### config.mk
export PLATFORM = sky130hd
export DESIGN_NAME = seq_bcd_converter
export DESIGN_NICKNAME = d
export VERILOG_FILES = /design/src/rtl/debug7sd_pkg.sv /design/src/rtl/bcd_dabble_step.sv /design/src/rtl/seq_bcd_converter.sv
export SDC_FILE = /design/constraint.sdc
export NUM_CORES = 1
export LEC_CHECK = 0
export ABC_CLOCK_PERIOD_IN_PS = 2800
export BUFFER_PORTS_ARGS = -buffer_cell sky130_fd_sc_hd__buf_2
export CAP_MARGIN = 5
export CORE_UTILIZATION = 30
export CTS_BUF_LIST = sky130_fd_sc_hd__clkbuf_16
export CTS_CLUSTER_SIZE = 24
export DETAILED_ROUTE_END_ITERATION = 8
export GPL_TIMING_DRIVEN = 0
export PLACE_DENSITY_LB_ADDON = 0.15
export SLEW_MARGIN = 20
export SYNTH_ARGS = -nofsm -noshare
export SYNTH_HDL_FRONTEND = slang
export SYNTH_HIERARCHICAL = 1
export SYNTH_SLANG_ARGS = --single-unit
### constraint.sdc
create_clock -name clk -period 2.8 [get_ports clk]
set_clock_uncertainty 0.05 [all_clocks]
set_input_delay 0.14 -clock clk [delete_from_list [all_inputs] [get_ports clk]]
set_output_delay 0.14 -clock clk [all_outputs]
set_load 0.01 [all_outputs]
### src/rtl/debug7sd_pkg.sv
// Shared types and helpers for the seven-segment debug chain.
// Holds the converter state encoding and the decimal limit function.
package debug7sd_pkg;

  typedef enum logic {
    IDLE,
    SHIFT
  } state_t;

  // 10**digits, wide enough for eight digits without truncation
  function automatic logic [63:0] bcd_limit(input int digits);
    logic [63:0] r;
    r = 64'd1;
    for (int i = 0; i < digits; i++) begin
      r = r * 64'd10;
    end
    return r;
  endfunction

endpackage

### src/rtl/bcd_dabble_step.sv
// One double-dabble iteration: add 3 to each nibble >= 5,
// then shift left by one, pulling bit_in into the LSB.
module bcd_dabble_step #(
  parameter int DIGITS = 4
) (
  input  logic [4*DIGITS-1:0] scratch_in,
  input  logic                bit_in,
  output logic [4*DIGITS-1:0] scratch_out
);

  logic [4*DIGITS-1:0] adj;

  // per-nibble correction, wrapping inside the nibble
  always_comb begin
    adj = scratch_in;
    for (int i = 0; i < DIGITS; i++) begin
      if (scratch_in[4*i+:4] >= 4'd5) begin
        adj[4*i+:4] = scratch_in[4*i+:4] + 4'd3;
      end
    end
  end

  assign scratch_out = {adj[4*DIGITS-2:0], bit_in};

endmodule

### src/rtl/seq_bcd_converter.sv
// Bit-serial binary-to-BCD converter feeding the debug display.
// Accepts one value per handshake, returns packed BCD after IN_WIDTH steps.
module seq_bcd_converter
  import debug7sd_pkg::*;
#(
  parameter int IN_WIDTH = 16,
  parameter int DIGITS   = 4
) (
  input  logic                clk,
  input  logic                rst,
  input  logic [IN_WIDTH-1:0] in_data,
  input  logic                in_valid,
  output logic                in_ready,
  output logic [4*DIGITS-1:0] bcd_out,
  output logic                overflow,
  output logic                done
);

  localparam int BW = 4 * DIGITS;
  localparam int CW = $clog2(IN_WIDTH);
  localparam int TW = (IN_WIDTH > 34) ? IN_WIDTH : 34;
  localparam logic [TW-1:0] LIMIT = TW'(bcd_limit(DIGITS));

  state_t                stateQ;
  state_t                stateD;
  logic [IN_WIDTH-1:0]   shiftReg;
  logic [BW-1:0]         scratch;
  logic [BW-1:0]         stepOut;
  logic [CW-1:0]         bitCnt;
  logic                  ovfCap;
  logic                  ovfIn;

  assign ovfIn = (TW'(in_data) >= LIMIT);

  bcd_dabble_step #(
    .DIGITS(DIGITS)
  ) uStep (
    .scratch_in (scratch),
    .bit_in     (shiftReg[IN_WIDTH-1]),
    .scratch_out(stepOut)
  );

  // state register
  always_ff @(posedge clk) begin
    if (rst) stateQ <= IDLE;
    else     stateQ <= stateD;
  end

  // next state and handshake ready
  always_comb begin
    stateD   = stateQ;
    in_ready = 1'b0;
    unique case (stateQ)
      IDLE: begin
        in_ready = 1'b1;
        if (in_valid) stateD = SHIFT;
      end
      SHIFT: begin
        if (bitCnt == '0) stateD = IDLE;
      end
      default: stateD = IDLE;
    endcase
  end

  // conversion datapath and held result
  always_ff @(posedge clk) begin
    if (rst) begin
      shiftReg <= '0;
      scratch  <= '0;
      bitCnt   <= '0;
      ovfCap   <= 1'b0;
      bcd_out  <= '0;
      overflow <= 1'b0;
      done     <= 1'b0;
    end else begin
      done <= 1'b0;
      if (stateQ == IDLE && in_valid) begin
        shiftReg <= in_data;
        scratch  <= '0;
        bitCnt   <= CW'(IN_WIDTH - 1);
        ovfCap   <= ovfIn;
      end else if (stateQ == SHIFT) begin
        scratch  <= stepOut;
        shiftReg <= {shiftReg[IN_WIDTH-2:0], 1'b0};
        bitCnt   <= bitCnt - CW'(1);
        if (bitCnt == '0) begin
          bcd_out  <= ovfCap ? '1 : stepOut;
          overflow <= ovfCap;
          done     <= 1'b1;
        end
      end
    end
  end

endmodule

==> results of run 1 <==
[cell type report]
cell class                 count  area [µm²]
inverter                      13       48.80
clock buffer                   5       125.1
clock inverter                 3       11.26
fill                         885        5284
timing repair buffer          36       180.2
buffer                        18       93.84
multi-input combinational    205        1386
tap                          105       131.4
sequential                    56        1121
[metrics by stage]
stage	worst slack [ps]	cells	total power [mW]	instance area (µm²)
floorplan	1233	292	1.013	2650
global placement	808.6	433	1.074	2962
detailed placement	774.1	433	1.076	2962
CTS	759.1	441	1.691	3098
global route	524.9	441	1.741	3098
finish	692.6	441	1.660	3098
[flip-flops by register name, summed over array words and instances, names as in the netlist]
signal,cells
done,1
overflow,1
stateQ,1
ovfCap,1
bitCnt,4
shiftReg,16
scratch,16
bcd_out,16
[report_power, final]
group          switching, mW  internal [mW]
registers             0.0192          0.828
logic                  0.120         0.0882
clock network          0.281          0.323
total                  0.420           1.24
[cell families (layout without fill, tap and decap cells)]
logic type | after synthesis | after routing | share of synthesized area (%)
AOI/OAI and AO/OA | 52 | 52 | 15.86
xor gates and xnor gates | 5 | 5 | 1.652
adders and majority gates | 9 | 9 | 4.249
buffers and inverters | 31 | 75 | 5.382
DFF | 56 | 56 | 42.30
muxes | 36 | 36 | 14.31
and+or+nand+nor | 103 | 103 | 16.24
[worst max-delay path by stage]
| stage | start | end | slack, ps | cells past startpoint |
|---|---|---|---|---|
| 2_1_floorplan | bitCnt[0]$_SDFFE_PP0P_ | bcd_out[1]$_SDFFE_PP0P_ | 1230 | 5 |
| 3_3_place_gp | bitCnt[0]$_SDFFE_PP0P_ | bcd_out[2]$_SDFFE_PP0P_ | 810 | 5 |
| 3_5_place_dp | bitCnt[0]$_SDFFE_PP0P_ | bcd_out[2]$_SDFFE_PP0P_ | 770 | 5 |
| 4_1_cts | bitCnt[0]$_SDFFE_PP0P_ | bcd_out[2]$_SDFFE_PP0P_ | 760 | 5 |
| 5_1_grt | bitCnt[0]$_SDFFE_PP0P_ | bcd_out[4]$_SDFFE_PP0P_ | 520 | 5 |
| 6_report | bitCnt[0]$_SDFFE_PP0P_ | bcd_out[5]$_SDFFE_PP0P_ | 690 | 5 |
[cell usage after synthesis]
cell type  instances  area, µm²
dfxtp_1           56       1121
nand2_1           47      176.4
nor2_1            38      142.6
mux2i_1           21      210.2
a21oi_1           17      85.08
mux2_2            15      168.9
inv_1             12      45.04
o2bb2ai_2         10      150.1
ha_1               9      112.6
clkbuf_1           8      30.03
nand2b_1           7      43.79
o2bb2ai_1          6      52.55
buf_2              5      25.02
nor3_1             5      25.02
xnor2_1            5      43.79
a21oi_2            4      35.03
o21ai_0            4      20.02
a211oi_1           3      22.52
buf_4              3      22.52
o21ai_1            3      15.01
or4_1              2      15.01
a211o_1            1      8.760
a21o_1             1      7.510
a22o_1             1      8.760
a311oi_1           1      8.760
a31oi_1            1      6.260
buf_6              1      11.26
clkbuf_2           1      5.000
clkinv_1           1      3.750
nand4_1            1      6.260
nor2b_1            1      6.260
nor4_1             1      6.260
nor4b_1            1      8.760
[layout by cell type, fill, tap and decap left out, types with 2 or more instances in the layout]
master      n
a21oi_1    17
mux2i_1    21
o21ai_1     3
a211oi_1    3
ha_1        9
o2bb2ai_1   6
buf_2      41
nand2b_1    7
nor2_1     38
a21oi_2     4
nand2_1    47
dfxtp_1    56
clkinv_1    2
xnor2_1     5
o2bb2ai_2  10
mux2_2     15
or4_1       2
o21ai_0     4
clkbuf_16   5
buf_4       3
inv_1      14
nor3_1      5
clkbuf_1    8
[layer usage]
metal  global-route usage [%]  vias to the layer above  wire, µm
li1                         -                     1071         -
met1                    17.16                      945      2774
met2                    20.98                       19      2504
met3                    2.923                        7       129
met4                    3.980                        0        74
met5                        0                        -         0
==> run summary, run 1 <==
Slowest-stage cell, CP - a31oi_1
WL/cell - 12.43 µm
boundary pin count - 38
Reg2Reg Launch Point - bitCnt[0]$_SDFFE_PP0P_
Root Driver - clkbuf_16
largest net degree at the start of global routing - 16
Initial DRC Count - 81
reg2reg setup slack - 690 ps
global-route wire length before repair - 9.225 mm
number of nets in the layout - 363
Final setup viols - 0
Worst Hold Launch - rst
delay-heaviest family, CP - compound AO/OA/AOI/OAI gates
hold path depth - 2
setup tns final - 0 ps
CTS buffer count - 5
Placer Congestion - 0.7289
Synth Register Bits - 56
Residual DRC - 0
Hold Buf Count CTS - 0
VDD IR max - 0.2042 mV
crit end category - flop
Core ar. - 8382 µm²
outcome - finished, final reports clean
Vert. Die Dim - 95.99 µm
Routed WL - 5.483 mm
Synth warnings - 6
IO Port Bufs - 36
max-cap violations - 0
kind of critical path - flop to flop
GRT overflow - 0
Skew-Pair Late Insertion Delay - 290 ps
clk sink count - 56
crit-path max cell delay - 840 ps
Cell Chain, Critical Path - inv_1 > ha_1 > a31oi_1 > buf_4 > o2bb2ai_2
Max transition margin - 30.79%
Worst Setup Start Kind - flop
sequential element share of the synthesized area - 42.30%
DP Wirelength - 3.853 mm
CP max FO - 10
1st-pass router iterations - 4
H-Tree Depth - 2
Starting Density - 31.62%
Highest Clock Rate - 474.5 MHz
Hold Path Sink - bitCnt[0]$_SDFFE_PP0P_
RSZ-0062 raised after global routing - false
Max Buffers Root-to-Sink - 2
Worst R2R End - bcd_out[5]$_SDFFE_PP0P_
count of cell types in the netlist - 33
Leak - 1.292 nW
Power Dens Cells - 535.7 nW/µm²
Final ANT Viol Nets - 0
vias - 2042
Die Wd - 95.99 µm
Mapped Nets - 320
ratio of final minimum period to clock period - 75.26%
Synth Cell Area - 2650 µm²
Tightest Hold Check Type - input port to flop
TritonCTS clock tree - done
post-layout util - 36.96%
via/cell ratio - 4.630
area delta synth->final - 16.90%
ANT cells - 0
Critical Path AT - 2280 ps
Post-CTS Setup Bufs - 0
Final Slew Violations - 0
vias in the first global route - 1947
Mapped Avg Cell Area - 9.075 µm²
crit path buf inv count - 2
initial antenna violation count - 0
std cell rows - 33
layout cell share with drive strength beyond 1 - 23.81%
Worst Tran Pin Value - 1033 ps
post-layout min period - 2107 ps
required time of the critical path - 2970 ps
PostCTS Resize Cnt - 0
clock-pin slew on the worst setup and hold paths - 70 ps
R2R cell count - 5
Gate Count Post-Synth - 292
final hold vios - 0
GRT Overall Usage - 12.99%
die area - 9213 µm²
final hold slack - 70.77 ps
(Power assumes the default switching activity.)
==> run 2: changes to the inputs <==
- ABC_CLOCK_PERIOD_IN_PS: 2800 -> 2000
- clock period: 2.8 -> 2 ns (I/O delays scaled with it)
==> run summary, run 2 (synthesis results as in run 1) <==
outcome - finished, final reports clean (unchanged)
VDD IR max - 0.2850 mV (was 0.2042 mV)
clock share of power - 36.4% (about the same)
crit-path max cell delay - 530 ps (was 840 ps)
Tightest Hold Check Type - input port to flop (unchanged)
global-route wire length before repair - 9.232 mm (was 9.225 mm)
Cells after DPL - 433 (unchanged)
vias - 2044 (was 2042)
TritonCTS clock tree - done (unchanged)
Int Pwr - 1.737 mW (was 1.240 mW)
NetSw - 0.5916 mW (was 0.4198 mW)
Starting Density - 31.62% (unchanged)
largest net degree at the start of global routing - 16 (unchanged)
Root Driver - clkbuf_16 (unchanged)
clock-pin slew on the worst setup and hold paths - 70 ps (about the same)
1st-pass router iterations - 4 (unchanged)
GRT Overall Usage - 12.99% (unchanged)
Max Buffers Root-to-Sink - 2 (unchanged)
Final setup viols - 0 (unchanged)
final hold vios - 0 (unchanged)
Placer Congestion - 0.7289 (unchanged)
Residual DRC - 0 (unchanged)
WL/cell - 12.45 µm (was 12.43 µm)
Power Total - 2.328 mW (was 1.660 mW)
clk sink count - 56 (unchanged)
Sw Ratio - 25.41% (was 25.30%)
ANT cells - 0 (unchanged)
Seq pwr share - 51.0% (was 51.1%)
commonest non-fill, non-tap cell in the layout - dfxtp_1 (unchanged)
Comb power frac - 12.6% (was 12.5%)
Post-CTS Setup Bufs - 0 (unchanged)
GRT overflow - 0 (unchanged)
crit path buf inv count - 2 (unchanged)
Routed WL - 5.492 mm (was 5.483 mm)
delay-heaviest family, CP - compound AO/OA/AOI/OAI gates (unchanged)
number of nets in the layout - 363 (unchanged)
CP max FO - 10 (unchanged)
biggest regs - bcd_out x16, scratch x16, shiftReg x16 (unchanged)
kind of critical path - flop to flop (unchanged)
area delta synth->final - 17.14% (was 16.90%)
post-layout util - 37.04% (was 36.96%)
crit end category - flop (unchanged)
Final Slew Violations - 0 (unchanged)
layout cell share with drive strength beyond 1 - 24.11% (was 23.81%)
max-cap violations - 0 (unchanged)
most frequent cells in the layout - dfxtp_1 (56), nand2_1 (47), buf_2 (41), nor2_1 (38), mux2i_1 (21) (unchanged)
Slowest-stage cell, CP - a31oi_2 (was a31oi_1)
Core ar. - 8382 µm² (unchanged)
initial antenna violation count - 0 (unchanged)
ratio of final minimum period to clock period - 88.58% (was 75.26%)
Highest Clock Rate - 564.4 MHz (was 474.5 MHz)
Worst Setup Start Kind - flop (unchanged)
Storage cell area - 1121 µm² (unchanged)
final hold slack - 43.25 ps (was 70.77 ps)
std cell rows - 33 (unchanged)
Power Dens Cells - 750.0 nW/µm² (was 535.7 nW/µm²)
DP Wirelength - 3.853 mm (unchanged)
RSZ-0062 raised after global routing - false (unchanged)
Critical Path AT - 1950 ps (was 2280 ps)
Leak - 1.293 nW (was 1.292 nW)
Initial DRC Count - 71 (was 81)
CTS buffer count - 5 (unchanged)
Multi-input gate area - 1393 µm² (was 1386 µm²)
setup tns final - 0 ps (unchanged)
Skew-Pair Late Insertion Delay - 290 ps (about the same)
Worst Tran Pin Value - 594.5 ps (was 1033 ps)
Final ANT Viol Nets - 0 (unchanged)
IO Port Bufs - 36 (unchanged)
required time of the critical path - 2170 ps (was 2970 ps)
final cell count without fillers - 441 (unchanged)
boundary pin count - 38 (unchanged)
H-Tree Depth - 2 (unchanged)
vias in the first global route - 1939 (was 1947)
die area - 9213 µm² (unchanged)
via/cell ratio - 4.635 (was 4.630)
Cell Chain, Critical Path - inv_1 > ha_1 > a31oi_2 > buf_4 > o2bb2ai_2 (was inv_1 > ha_1 > a31oi_1 > buf_4 > o2bb2ai_2)
post-layout min period - 1772 ps (was 2107 ps)
Layout fillers - 883 (was 885)
Max transition margin - 60.24% (was 30.79%)
Vert. Die Dim - 95.99 µm (unchanged)
Die Wd - 95.99 µm (unchanged)
## run 2: power by group through the flow
stage               Clock [mW]  Sequential (mW)  Combinational, mW
floorplan                    0             1.21              0.207
global placement             0             1.21              0.291
detailed placement           0             1.21              0.294
CTS                      0.886             1.19              0.298
global route             0.919             1.19              0.328
finish                   0.847             1.19              0.294
## run 2: worst reg2reg max path: stages (launching register included)
cell and delay [ps]:
dfxtp_1 380, inv_1 60, ha_1 230, a31oi_2 530, buf_4 330, o2bb2ai_2 120
## run 2: stage by stage
step / worst slack (ps) / area [µm²]
3_3_place_gp: 8.633 / 2962
2_1_floorplan: 433.4 / 2650
5_1_grt: 97.47 / 3104
4_1_cts: 254.7 / 3104
3_5_place_dp: -25.90 / 2962
6_report: 228.3 / 3104
## run 2: layout make-up
cell class | count | area share, %
multi-input cells | 205 | 44.86
flip-flops and latches | 56 | 36.11
repair buffers | 36 | 5.804
well taps | 105 | 4.232
clock buffers | 5 | 4.031
plain buffers | 18 | 3.023
inverters | 13 | 1.572
clock inverters | 3 | 0.3628
## run 2: metal layers
| layer | global-route usage [%] | wire [µm] |
|---|---|---|
| met5 | 0 | 0 |
| met2 | 21.10 | 2538 |
| met1 | 17.16 | 2767 |
| met3 | 2.923 | 128 |
| met4 | 3.731 | 59 |
## run 2: path summary, 6_finish.rpt
check | from | to | slack, ps | depth (start not counted)
setup / recovery | bitCnt[0]$_SDFFE_PP0P_ | bcd_out[5]$_SDFFE_PP0P_ | 230 | 5
setup reg to reg | bitCnt[0]$_SDFFE_PP0P_ | bcd_out[5]$_SDFFE_PP0P_ | 230 | 5
hold / removal | rst | bitCnt[0]$_SDFFE_PP0P_ | 40 | 2
hold reg to reg | bcd_out[11]$_SDFFE_PP0P_ | bcd_out[11]$_SDFFE_PP0P_ | 400 | 1
## run 2: what timing repair did
action	4_1_cts	5_1_grt
resized for setup	1	0
hold buffers	0	0
endpoints found under the setup margin	10	0
==> run 3: changes to the inputs <==
- BUFFER_PORTS_ARGS: -buffer_cell sky130_fd_sc_hd__buf_2 -> -buffer_cell sky130_fd_sc_hd__buf_4
==> run summary, run 3 (synthesis results as in run 1) <==
CP max FO - 10 (unchanged)
Cells after DPL - 433 (unchanged)
ratio of final minimum period to clock period - 85.61% (was 88.58%)
vias - 2011 (was 2044)
largest net degree at the start of global routing - 18 (was 16)
Die Wd - 95.99 µm (unchanged)
1st-pass router iterations - 4 (unchanged)
Residual DRC - 0 (unchanged)
Slowest-stage cell, CP - or4_1 (was a31oi_2)
outcome - finished, final reports clean (unchanged)
via/cell ratio - 4.560 (was 4.635)
crit path buf inv count - 3 (was 2)
Storage cell area - 1121 µm² (unchanged)
Leak - 1.313 nW (was 1.293 nW)
Hold Buf Count CTS - 0 (unchanged)
TritonCTS clock tree - done (unchanged)
Power Dens Cells - 771.4 nW/µm² (was 750.0 nW/µm²)
final hold slack - 29.58 ps (was 43.25 ps)
ANT cells - 0 (unchanged)
Root Driver - clkbuf_16 (unchanged)
Final Slew Violations - 0 (unchanged)
Worst Tran Pin Value - 523.3 ps (was 594.5 ps)
boundary pin count - 38 (unchanged)
kind of critical path - flop to flop (unchanged)
VDD IR max - 0.3419 mV (was 0.2850 mV)
Max transition margin - 65.11% (was 60.24%)
required time of the critical path - 2170 ps (about the same)
Initial DRC Count - 95 (was 71)
Tightest Hold Check Type - input port to flop (unchanged)
crit end category - flop (unchanged)
commonest non-fill, non-tap cell in the layout - dfxtp_1 (unchanged)
Post-CTS Setup Bufs - 0 (unchanged)
Placer Congestion - 0.6816 (was 0.7289)
Layout fillers - 867 (was 883)
number of nets in the layout - 363 (unchanged)
Starting Density - 31.62% (unchanged)
vias in the first global route - 1982 (was 1939)
setup tns final - 0 ps (unchanged)
post-layout min period - 1712 ps (was 1772 ps)
biggest regs - bcd_out x16, scratch x16, shiftReg x16 (unchanged)
die area - 9213 µm² (unchanged)
Core ar. - 8382 µm² (unchanged)
IO Port Bufs - 36 (unchanged)
post-layout util - 38.48% (was 37.04%)
CTS buffer count - 5 (unchanged)
clock-pin slew on the worst setup and hold paths - 80 ps (was 70 ps)
max-cap violations - 0 (unchanged)
crit-path max cell delay - 390 ps (was 530 ps)
GRT Overall Usage - 13.19% (was 12.99%)
global-route wire length before repair - 9.411 mm (was 9.232 mm)
Critical Path AT - 1880 ps (was 1950 ps)
area delta synth->final - 21.72% (was 17.14%)
Multi-input gate area - 1393 µm² (unchanged)
Final setup viols - 0 (unchanged)
Highest Clock Rate - 584.1 MHz (was 564.4 MHz)
RSZ-0062 raised after global routing - false (unchanged)
Cell Chain, Critical Path - inv_1 > ha_1 > nand2_1 > or4_1 > buf_2 > buf_6 > o2bb2ai_2 (was inv_1 > ha_1 > a31oi_2 > buf_4 > o2bb2ai_2)
final hold vios - 0 (unchanged)
final cell count without fillers - 441 (unchanged)
delay-heaviest family, CP - simple AND/OR/NAND/NOR gates (was compound AO/OA/AOI/OAI gates)
Final ANT Viol Nets - 0 (unchanged)
Power Total - 2.488 mW (was 2.328 mW)
initial antenna violation count - 0 (unchanged)
H-Tree Depth - 2 (unchanged)
clk sink count - 56 (unchanged)
WL/cell - 12.27 µm (was 12.45 µm)
Skew-Pair Late Insertion Delay - 290 ps (about the same)
reg2reg setup slack - 290 ps (was 230 ps)
PostCTS Resize Cnt - 1 (unchanged)
Routed WL - 5.411 mm (was 5.492 mm)
Max Buffers Root-to-Sink - 2 (unchanged)
most frequent cells in the layout - dfxtp_1 (56), nand2_1 (47), buf_4 (39), nor2_1 (38), mux2i_1 (21) (was dfxtp_1 (56), nand2_1 (47), buf_2 (41), nor2_1 (38), mux2i_1 (21))
GRT overflow - 0 (unchanged)
std cell rows - 33 (unchanged)
Worst Setup Start Kind - flop (unchanged)
DP Wirelength - 3.896 mm (was 3.853 mm)
Vert. Die Dim - 95.99 µm (unchanged)
layout cell share with drive strength beyond 1 - 25.00% (was 24.11%)
run 3: cell types whose count changed in the layout (fill, tap and decap cells not counted):
cell	previous run	this run
clkinv_1	2	1
buf_2	41	5
clkinv_2	0	1
bufinv_16	0	1
buf_4	3	39
inv_1	14	12
clkinvlp_4	0	1
run 3: path summary, 6_finish.rpt:
| check | cells after the start | start | end |
|---|---|---|---|
| min | 2 | rst | bitCnt[0]$_SDFFE_PP0P_ |
| max reg2reg | 7 | bitCnt[0]$_SDFFE_PP0P_ | bcd_out[5]$_SDFFE_PP0P_ |
| max | 7 | bitCnt[0]$_SDFFE_PP0P_ | bcd_out[5]$_SDFFE_PP0P_ |
| min reg2reg | 2 | shiftReg[11]$_SDFFE_PP0P_ | shiftReg[12]$_SDFFE_PP0P_ |
run 3: metrics by stage:
| step | setup slack, ps | cell area, µm² |
|---|---|---|
| detailed placement | 13.53 | 3052 |
| finish | 287.8 | 3226 |
| global route | 163.3 | 3226 |
| CTS | 280.9 | 3226 |
| global placement | -1.834 | 3052 |
| floorplan | 433.4 | 2650 |
run 3: where the power goes:
part	leakage (nW)	internal, mW	switching (mW)
clock network	0.0798	0.589	0.407
registers	0.456	1.16	0.0278
logic	0.777	0.139	0.166
run 3: area by class of cell:
cell class	instances	share of cell area, %
clock buffer	5	3.879
sequential	56	34.76
buffer	18	2.909
inverter	13	1.513
tap	105	4.073
clock inverter	3	1.319
timing repair buffer	36	8.379
multi-input combinational	205	43.17
run 3: layer usage:
metal / wire length, µm / vias to the layer above / track usage [%]
li1: - / 1076 / -
met1: 2709 / 911 / 16.91
met2: 2495 / 20 / 21.75
met3: 156 / 4 / 3.160
met4: 50 / 0 / 4.104
met5: 0 / - / 0
